### config.mk
export PLATFORM = sky130hd
export DESIGN_NAME = exe_sequencer
export DESIGN_NICKNAME = d
export VERILOG_FILES = /design/src/rtl/exe_pkg.sv /design/src/rtl/exe_opdecode.sv /design/src/rtl/exe_sequencer.sv
export SDC_FILE = /design/constraint.sdc
export NUM_CORES = 1
export LEC_CHECK = 0
export CAP_MARGIN = 20
export CORE_MARGIN = 5
export CORE_UTILIZATION = 30
export CTS_CLUSTER_SIZE = 14
export DETAILED_ROUTE_END_ITERATION = 10
export PLACE_DENSITY = 0.58
export SLEW_MARGIN = 20
export SYNTH_ARGS = -nofsm -noshare
export SYNTH_HDL_FRONTEND = slang
export SYNTH_SLANG_ARGS = --single-unit
### constraint.sdc
create_clock -name clk -period 4.4 [get_ports clk]
set_input_delay 0.44 -clock clk [delete_from_list [all_inputs] [get_ports clk]]
set_output_delay 0.44 -clock clk [all_outputs]
set_load 0.005 [all_outputs]
### src/rtl/exe_pkg.sv
// Shared definitions for the matrix CPU execution sequencer: opcode map,
// functional-unit indices, FSM state encoding and error codes.
package exe_pkg;

   localparam int OP_ADD       = 0;
   localparam int OP_SUB       = 1;
   localparam int OP_SCALE     = 2;
   localparam int OP_MULT      = 3;
   localparam int OP_TRANSPOSE = 4;
   localparam int OP_RSVD      = 5;
   localparam int OP_WRITE_MEM = 6;
   localparam int OP_STOP      = 7;

   localparam int UNIT_ADDSUB    = 0;
   localparam int UNIT_SCALE     = 1;
   localparam int UNIT_MULT      = 2;
   localparam int UNIT_TRANSPOSE = 3;

   typedef enum logic [2:0] {
      ST_IDLE,
      ST_DECODE,
      ST_ISSUE,
      ST_WAIT,
      ST_MEMWR,
      ST_HALT,
      ST_ERR
   } exe_state_e;

   typedef enum logic [1:0] {
      OPK_UNIT,
      OPK_MEMWR,
      OPK_STOP,
      OPK_RSVD
   } exe_opkind_e;

   localparam logic [1:0] ERR_NONE    = 2'd0;
   localparam logic [1:0] ERR_RSVD    = 2'd1;
   localparam logic [1:0] ERR_TIMEOUT = 2'd2;

endpackage

### src/rtl/exe_opdecode.sv
// Combinational opcode classifier: maps an opcode to its kind, the one-hot
// functional unit it targets and the add/sub select.
module exe_opdecode
   import exe_pkg::*;
#(
   parameter int OPC_W     = 3,
   parameter int NUM_UNITS = 4
) (
   input  logic [OPC_W-1:0]     opcode,
   output exe_opkind_e          kind,
   output logic [NUM_UNITS-1:0] unit_sel,
   output logic                 is_sub
);

   int unit_idx;

   always_comb begin
      kind     = OPK_RSVD;
      unit_sel = '0;
      is_sub   = 1'b0;
      unit_idx = -1;
      case (int'(opcode))
         OP_ADD:       unit_idx = UNIT_ADDSUB;
         OP_SUB: begin
            unit_idx = UNIT_ADDSUB;
            is_sub   = 1'b1;
         end
         OP_SCALE:     unit_idx = UNIT_SCALE;
         OP_MULT:      unit_idx = UNIT_MULT;
         OP_TRANSPOSE: unit_idx = UNIT_TRANSPOSE;
         OP_WRITE_MEM: kind     = OPK_MEMWR;
         OP_STOP:      kind     = OPK_STOP;
         default:      kind     = OPK_RSVD;
      endcase
      // A unit op aimed at a unit this build does not have is reserved.
      if (unit_idx >= 0 && unit_idx < NUM_UNITS) begin
         kind = OPK_UNIT;
         for (int i = 0; i < NUM_UNITS; i++) begin
            unit_sel[i] = (i == unit_idx);
         end
      end
   end

endmodule

### src/rtl/exe_sequencer.sv
// Execution sequencer: accepts one instruction, starts its functional unit or
// memory write, waits for completion with a timeout, then retires it.
module exe_sequencer
   import exe_pkg::*;
#(
   parameter int OPC_W     = 3,
   parameter int NUM_UNITS = 4,
   parameter int TMO_CYC   = 255,
   parameter int TMO_W     = 8,
   parameter int CNT_W     = 16
) (
   input  logic                 clk,
   input  logic                 reset,
   input  logic [OPC_W+1:0]     instr,
   input  logic                 instr_valid,
   output logic                 instr_ready,
   output logic [NUM_UNITS-1:0] unit_start,
   output logic                 add_or_sub,
   input  logic [NUM_UNITS-1:0] unit_done,
   output logic                 write_to_mem,
   input  logic                 mem_ack,
   output logic                 read_from,
   output logic                 write_to_reg,
   output logic                 busy,
   output logic                 halted,
   output logic                 err,
   output logic [1:0]           err_code,
   input  logic                 err_clr,
   output logic [CNT_W-1:0]     retire_cnt,
   output logic [2:0]           state_dbg
);

   // Handshake: an instruction transfers on a rising edge where instr_valid
   // and instr_ready are both high; instr_ready is high only in IDLE, and
   // valid may be raised or dropped freely since nothing is taken without ready.

   exe_state_e           state, state_nxt;
   exe_opkind_e          dec_kind, kind_q;
   logic [NUM_UNITS-1:0] dec_sel, sel_q;
   logic                 dec_sub;
   logic [TMO_W-1:0]     tmo_cnt;
   logic                 accept, unit_hit, tmo_hit;
   logic                 cnt_clr, cnt_inc, retire_inc, code_set;
   logic [1:0]           code_val;

   exe_opdecode #(
      .OPC_W     (OPC_W),
      .NUM_UNITS (NUM_UNITS)
   ) u_opdecode (
      .opcode   (instr[OPC_W+1:2]),
      .kind     (dec_kind),
      .unit_sel (dec_sel),
      .is_sub   (dec_sub)
   );

   assign accept   = instr_valid & instr_ready;
   assign unit_hit = |(unit_done & sel_q);
   assign tmo_hit  = (tmo_cnt == TMO_W'(TMO_CYC - 1));

   always_ff @(posedge clk or posedge reset) begin
      if (reset) state <= ST_IDLE;
      else       state <= state_nxt;
   end

   always_comb begin
      state_nxt  = state;
      cnt_clr    = 1'b0;
      cnt_inc    = 1'b0;
      retire_inc = 1'b0;
      code_set   = 1'b0;
      code_val   = ERR_NONE;
      case (state)
         ST_IDLE: if (instr_valid) state_nxt = ST_DECODE;
         ST_DECODE: begin
            case (kind_q)
               OPK_UNIT:  state_nxt = ST_ISSUE;
               OPK_MEMWR: begin
                  state_nxt = ST_MEMWR;
                  cnt_clr   = 1'b1;
               end
               OPK_STOP:  state_nxt = ST_HALT;
               default: begin
                  state_nxt = ST_ERR;
                  code_set  = 1'b1;
                  code_val  = ERR_RSVD;
               end
            endcase
         end
         ST_ISSUE: begin
            state_nxt = ST_WAIT;
            cnt_clr   = 1'b1;
         end
         // Completion is checked before the timeout so a late done still wins.
         ST_WAIT, ST_MEMWR: begin
            if ((state == ST_WAIT) ? unit_hit : mem_ack) begin
               state_nxt  = ST_IDLE;
               retire_inc = 1'b1;
            end else if (tmo_hit) begin
               state_nxt = ST_ERR;
               code_set  = 1'b1;
               code_val  = ERR_TIMEOUT;
            end else begin
               cnt_inc = 1'b1;
            end
         end
         ST_HALT: state_nxt = ST_HALT;
         ST_ERR: begin
            if (err_clr) begin
               state_nxt = ST_IDLE;
               code_set  = 1'b1;
               code_val  = ERR_NONE;
            end
         end
         default: state_nxt = ST_IDLE;
      endcase
   end

   always_ff @(posedge clk or posedge reset) begin
      if (reset) begin
         kind_q       <= OPK_UNIT;
         sel_q        <= '0;
         add_or_sub   <= 1'b0;
         read_from    <= 1'b0;
         write_to_reg <= 1'b0;
         tmo_cnt      <= '0;
         retire_cnt   <= '0;
         err_code     <= ERR_NONE;
      end else begin
         if (accept) begin
            kind_q       <= dec_kind;
            sel_q        <= dec_sel;
            add_or_sub   <= dec_sub;
            read_from    <= instr[1];
            write_to_reg <= instr[0];
         end
         if (cnt_clr)      tmo_cnt <= '0;
         else if (cnt_inc) tmo_cnt <= tmo_cnt + TMO_W'(1);
         if (retire_inc) retire_cnt <= retire_cnt + CNT_W'(1);
         if (code_set)   err_code   <= code_val;
      end
   end

   assign instr_ready  = (state == ST_IDLE);
   assign unit_start   = (state == ST_ISSUE) ? sel_q : '0;
   assign write_to_mem = (state == ST_MEMWR);
   assign busy         = (state == ST_DECODE) || (state == ST_ISSUE) ||
                         (state == ST_WAIT)   || (state == ST_MEMWR);
   assign halted       = (state == ST_HALT);
   assign err          = (state == ST_ERR);
   assign state_dbg    = state;

endmodule

* Word level (Yosys, flattened, before mapping)
Index checks and enable logic that the tools add are counted.
** Storage, ports and cells
- Bits in registers :: 38
- Input bits :: 14
** Cells by class
- Add/sub/neg operators :: 2
- Magnitude comparators :: 2
- Eq/ne operators :: 21
- Mux-type cells :: 31
- Bitwise logic cells :: 2
- Reductions and logical operators :: 14
** Operators with widths (count)
- 32-bit case mux with 4 select lines :: 1
- 3-bit by 32-bit == test with 1-bit output, first input constant :: 2
- 2-bit by 32-bit == test with 1-bit output, first input constant :: 1
- 32-bit by 1-bit greater-or-equal comparator with 1-bit output, second input constant :: 1
- 32-bit zero test :: 1
- 32-bit by 4-bit < comparator with 1-bit output, second input constant :: 1
- 3-bit == test, second input constant :: 6
- 3-bit case mux with 6 select lines :: 1
- 16-bit by 1-bit adder with 16-bit output, second input constant :: 1
- 8-bit two-way mux :: 2
- 1-bit two-way mux :: 13
- 3-bit by 2-bit == test with 1-bit output, second input constant :: 4
- 3-bit two-way mux :: 4
- 3-bit case mux with 3 select lines :: 1
- 8-bit by 1-bit adder with 8-bit output, second input constant :: 1
- 8-bit == test, second input constant :: 1
- 4-bit two-way mux :: 2
- 2-bit case mux with 2 select lines :: 2
- 3-bit by 1-bit == test with 1-bit output, second input constant :: 2
- 3-bit zero test :: 2
- 2-bit two-way mux :: 3
- 4-bit AND :: 1
- 2-bit OR reduction :: 2
- 4-bit OR reduction :: 1
- other kinds (14) :: 16

* Logic depth before layout (Yosys ltp)
- Depth in word-level cells :: 7
- Gate-level depth with buffers :: 6
- Depth with buffers taken out :: 6

* Modules after synthesis
Synthesis repeated with hierarchy kept, for this count alone.
** Second synthesis, totals
- Cell total of the unflattened synthesis :: 191
- Area total of the unflattened synthesis :: 1993.2 sq um
** By module, submodules not included
- exe_sequencer :: instances 1, cells each 183, area each 1936.9 sq um, sequential area each 950.9 sq um
- exe_opdecode :: instances 1, cells each 8, area each 56.3 sq um, sequential area each 0.0 sq um

* Least setup slack after synthesis
No wires, ideal clock.
- Path kind :: register to register
- From :: reg state[1] (netlist: state_dbg[1])
- To :: reg err_code[0]
- Library setup time :: 0.122 ns
- Data arrival time :: 1.562 ns
- Data required time :: 4.278 ns
- Slack :: 2.717 ns
- Stages on the path, launching flop included :: 7
- Path buffers :: 1
- Clock period less this slack :: 1.683 ns
- Cell sequence :: dfrtp_1 -> buf_6 -> nor3b_2 -> and2b_2 -> nor2_1 -> or3_1 -> a32o_1
** RTL lines
- start: declaration :: RTL line exe_sequencer.sv:37 : exe_state_e state, state_nxt;
- start signal: assignment :: RTL line exe_sequencer.sv:62 : else state <= state_nxt;
- 3-bit == test (*)
- net write_to_mem :: RTL line exe_sequencer.sv:20 : output logic write_to_mem,
- 2-bit OR reduction (*) :: RTL line exe_sequencer.sv:72 : case (state)
- 1-bit case mux with 3 select lines / 2-bit case mux with 2 select lines (equally long branches) :: RTL line exe_sequencer.sv:72
- end signal: assignment :: RTL line exe_sequencer.sv:139 : if (code_set) err_code <= code_val;
- end: declaration :: RTL line exe_sequencer.sv:27 : output logic [1:0] err_code,
The timed path passes the listed nets; every way through them passes the cells marked *.
A chain may end at the register's enable or synchronous reset.

* Worst setup path after layout
- From :: reg state[1] (netlist: state_dbg[1])
- To :: out unit_start[1]
** On the way
- Word-level cells in the longest chain between the ends :: 2
** Ends and longest elaborated chain
- 3-bit by 2-bit == test with 1-bit output :: RTL line exe_sequencer.sv:144 : assign unit_start = (state == ST_ISSUE) ? sel_q : '0;
- 4-bit two-way mux :: RTL line exe_sequencer.sv:144
- end: declaration :: RTL line exe_sequencer.sv:17 : output logic [NUM_UNITS-1:0] unit_start,
Every way passes these cells.

==> key figures <==
STA
  – Final hold slack: 0.468 ns
  – Fin crit share: 0.563
  – Clock Skews: between 0.008 and 0.009 ns
  – Fmax: between 400 and 500 MHz
  – Unrepaired setup endpoints after global routing: no
  – Crit path time final: 2.48 ns
  – # setup viols final: 0
  – Max Transition Viols Final: 0
  – Slew of the pin with the lowest slew margin: 0.518 ns
  – Hold Vio Cnt, Final: 0
  – Setup TNS: 0 ns
  – Max_slew headroom: 0.654

Floorplan
  – Initial cell density of the core: 0.310
  – Die Y: approximately 91 µm
  – Die width: 91.2 µm
  – Std-Cell Core Area: 6390 µm²
  – IO Pins: 47
  – Die ar.: slightly above 8000 µm²
  – Num rows: 29

Logic synthesis
  – Post-synth EDFFs: 0
  – Seq cells post-synth: 38
  – Dominant synthesized flop cell: dfrtp_1
  – Sequential area share after synthesis: 0.481
  – Post-synth cell types: 42
  – Yosys top cell area share: 0.481
  – Asr flop ratio synth: 1.00
  – Yosys Warn Count: 0
  – Synth area leaders: dfrtp_1, xnor2_1, nand2_1
  – Synthesized cell area: slightly below 2000 µm²
  – Mapped Avg Cell Area: 10.1 µm²
  – Syn_nets: ~220
  – Dominant cell type by area after synthesis: dfrtp_1
  – Syn Inst Count: 195

Placed design
  – HPWL Detailed: 3.25 mm
  – GPL Wtd Cong: 0.728
  – IO Port Bufs: 46

Final layout
  – Multi-input logic area: 966 µm²
  – Most common cell after layout, fill and taps aside: clkdlybuf4s50_1
  – Synthesis-to-finish area growth: 34.5%
  – Number of flip-flops in the largest register: 16
  – N_diodes: 0
  – Register area: 951 µm²
  – Nets: 266
  – Top Registers: retire_cnt (16), tmo_cnt (8), sel_q (4)
  – Largest reg by FF count: retire_cnt
  – Share of cells above drive strength 1: 0.0813
  – Most frequent cells in the layout: clkdlybuf4s50_1, dfrtp_1, nand2_1, xnor2_1, nor2_1
  – Fill count: 632
  – Util after Layout: 0.417

CTS
  – Worst-path clk slew: 0.07 ns
  – CTS root buf: clkbuf_8
  – Cts hold-fix bufs: 0
  – CTS Buf Count: 5
  – Post-CTS sizing: 0
  – CTS Sinks: 38
  – CTS max path bufs: 2
  – Setup repair bufs after CTS: 0
  – CTS tree: done
  – Worst-Skew Late Latency: 0.29 ns
  – H-tree Lvls: 2

GRT
  – First-pass GRT wire length: 7.51 mm
  – Total gr overflow: 0
  – Antenna violations before repair: 0
  – Largest net degree at the start of global routing: 39
  – Vias in the first global route: 1558
  – GR Util All Layers: 0.109

Route
  – First drt pass iteration count: 4
  – Via count: 1553
  – Iter 0 DRT Violations: 60
  – Vias/cell: 4.81
  – Routed Antenna Nets: 0
  – WL per Instance: 13.6 µm
  – DRC: 0
  – DRT Wirelength: 4.39 mm

Worst setup path
  – Worst Path Arrival: 2.04 ns
  – Cell Chain, Critical Path: nor2b_1, and3_1, clkdlybuf4s50_1
  – Peak fanout along the critical path: 11
  – CP max stage cell: dfrtp_1
  – CP endpoint kind: primary output
  – Critical setup path kind: reg2out
  – Crit start category: register
  – Critical Path RT: 3.96 ns
  – Critical Path Max Stage Delay: approximately 0.51 ns

Job
  – Maxcap violations: 0

Power and ir drop
  – Leak pwr: 1.15 nW
  – Peak supply drop: about 210 µV
  – PwrDens: roughly 550 nW/µm²

Worst hold path
  – Min-Delay Path Class: reg2reg

Outcome
  – Status: complete, no violations
-- metal layers --
metal | vias up | track usage | routed length (µm)
met5 | - | 0 | 0
met4 | 0 | 0.0391 | 46
met3 | 4 | 0.0314 | 175
met2 | 29 | 0.171 | 2060
met1 | 743 | 0.144 | 2100
li1 | 777 | - | -
-- synth_stat cells, drive strengths merged (2+ instances only) --
cell,number
a211oi,2
a21oi,4
a22o,2
and2,4
and3,5
and4,3
buf,2
clkbuf,2
dfrtp,38
ha,7
inv,10
mux2,5
mux2i,3
nand2,28
nand2b,3
nand3,10
nand4,5
nor2,11
nor2b,3
nor3,2
nor3b,2
o21ai,10
o22a,2
o41ai,2
or3,2
xnor2,15
xor2,2
-- per-stage QoR --
step / instance area, µm² / setup WS, ns / power, W / std cells
finish: 2660 / 1.92 / 0.00147 / 323
global route: 2660 / 1.80 / 0.00158 / 323
CTS: 2660 / 1.89 / 0.00149 / 323
detailed placement: 2520 / 2.13 / 0.00111 / 315
global placement: 2520 / 2.17 / 0.00111 / 315
floorplan: 1980 / 2.72 / 0.000878 / 195
-- cell families after synthesis --
group                    share of synthesized area
AO/OA/AOI/OAI                                0.106
XOR/XNOR                                    0.0753
adder cells (fa/ha/maj)                     0.0443
buffers and inverters                       0.0310
flip-flops                                   0.481
multiplexers                                0.0436
AND/OR/NAND/NOR                              0.219
-- worst paths after layout --
path / startpoint / endpoint / slack [ns] / cells after the start
worst max-delay path: state_dbg[1] / unit_start[1] / 1.92 / 3
worst min-delay path: tmo_cnt[4] / tmo_cnt[4] / 0.47 / 1
worst max register to register: state_dbg[1] / state_dbg[1] / 2.34 / 5
worst min register to register: tmo_cnt[4] / tmo_cnt[4] / 0.47 / 1
max in group asynchronous: reset / state_dbg[2] / 3.50 / 3
min in group asynchronous: reset / retire_cnt[14] / 0.56 / 3
-- critical path, delay by kind of cell, from the launching register on --
kind	cells	cell delay [ns]
simple gates	2	0.73
flops	1	0.51
buf+inv	1	0.51
-- cell type report --
cell class / instances / area share
multi-input cells: 143 / 0.363
flip-flops and latches: 38 / 0.357
repair buffers: 47 / 0.176
well taps: 77 / 0.0362
clock buffers: 6 / 0.0310
clock inverters: 2 / 0.0226
inverters: 10 / 0.0141
-- power breakdown --
part / switching (W) / leakage, nW / internal [W] / total, W
Sequential: 0.000110 / 0.504 / 0.000439 / 0.000549
Clock: 0.000125 / 0.0714 / 0.000242 / 0.000367
Combinational: 0.000254 / 0.577 / 0.000297 / 0.000551
Total: 0.000489 / 1.15 / 0.000978 / 0.00147
Note: power is estimated with default switching activity, not from simulation.
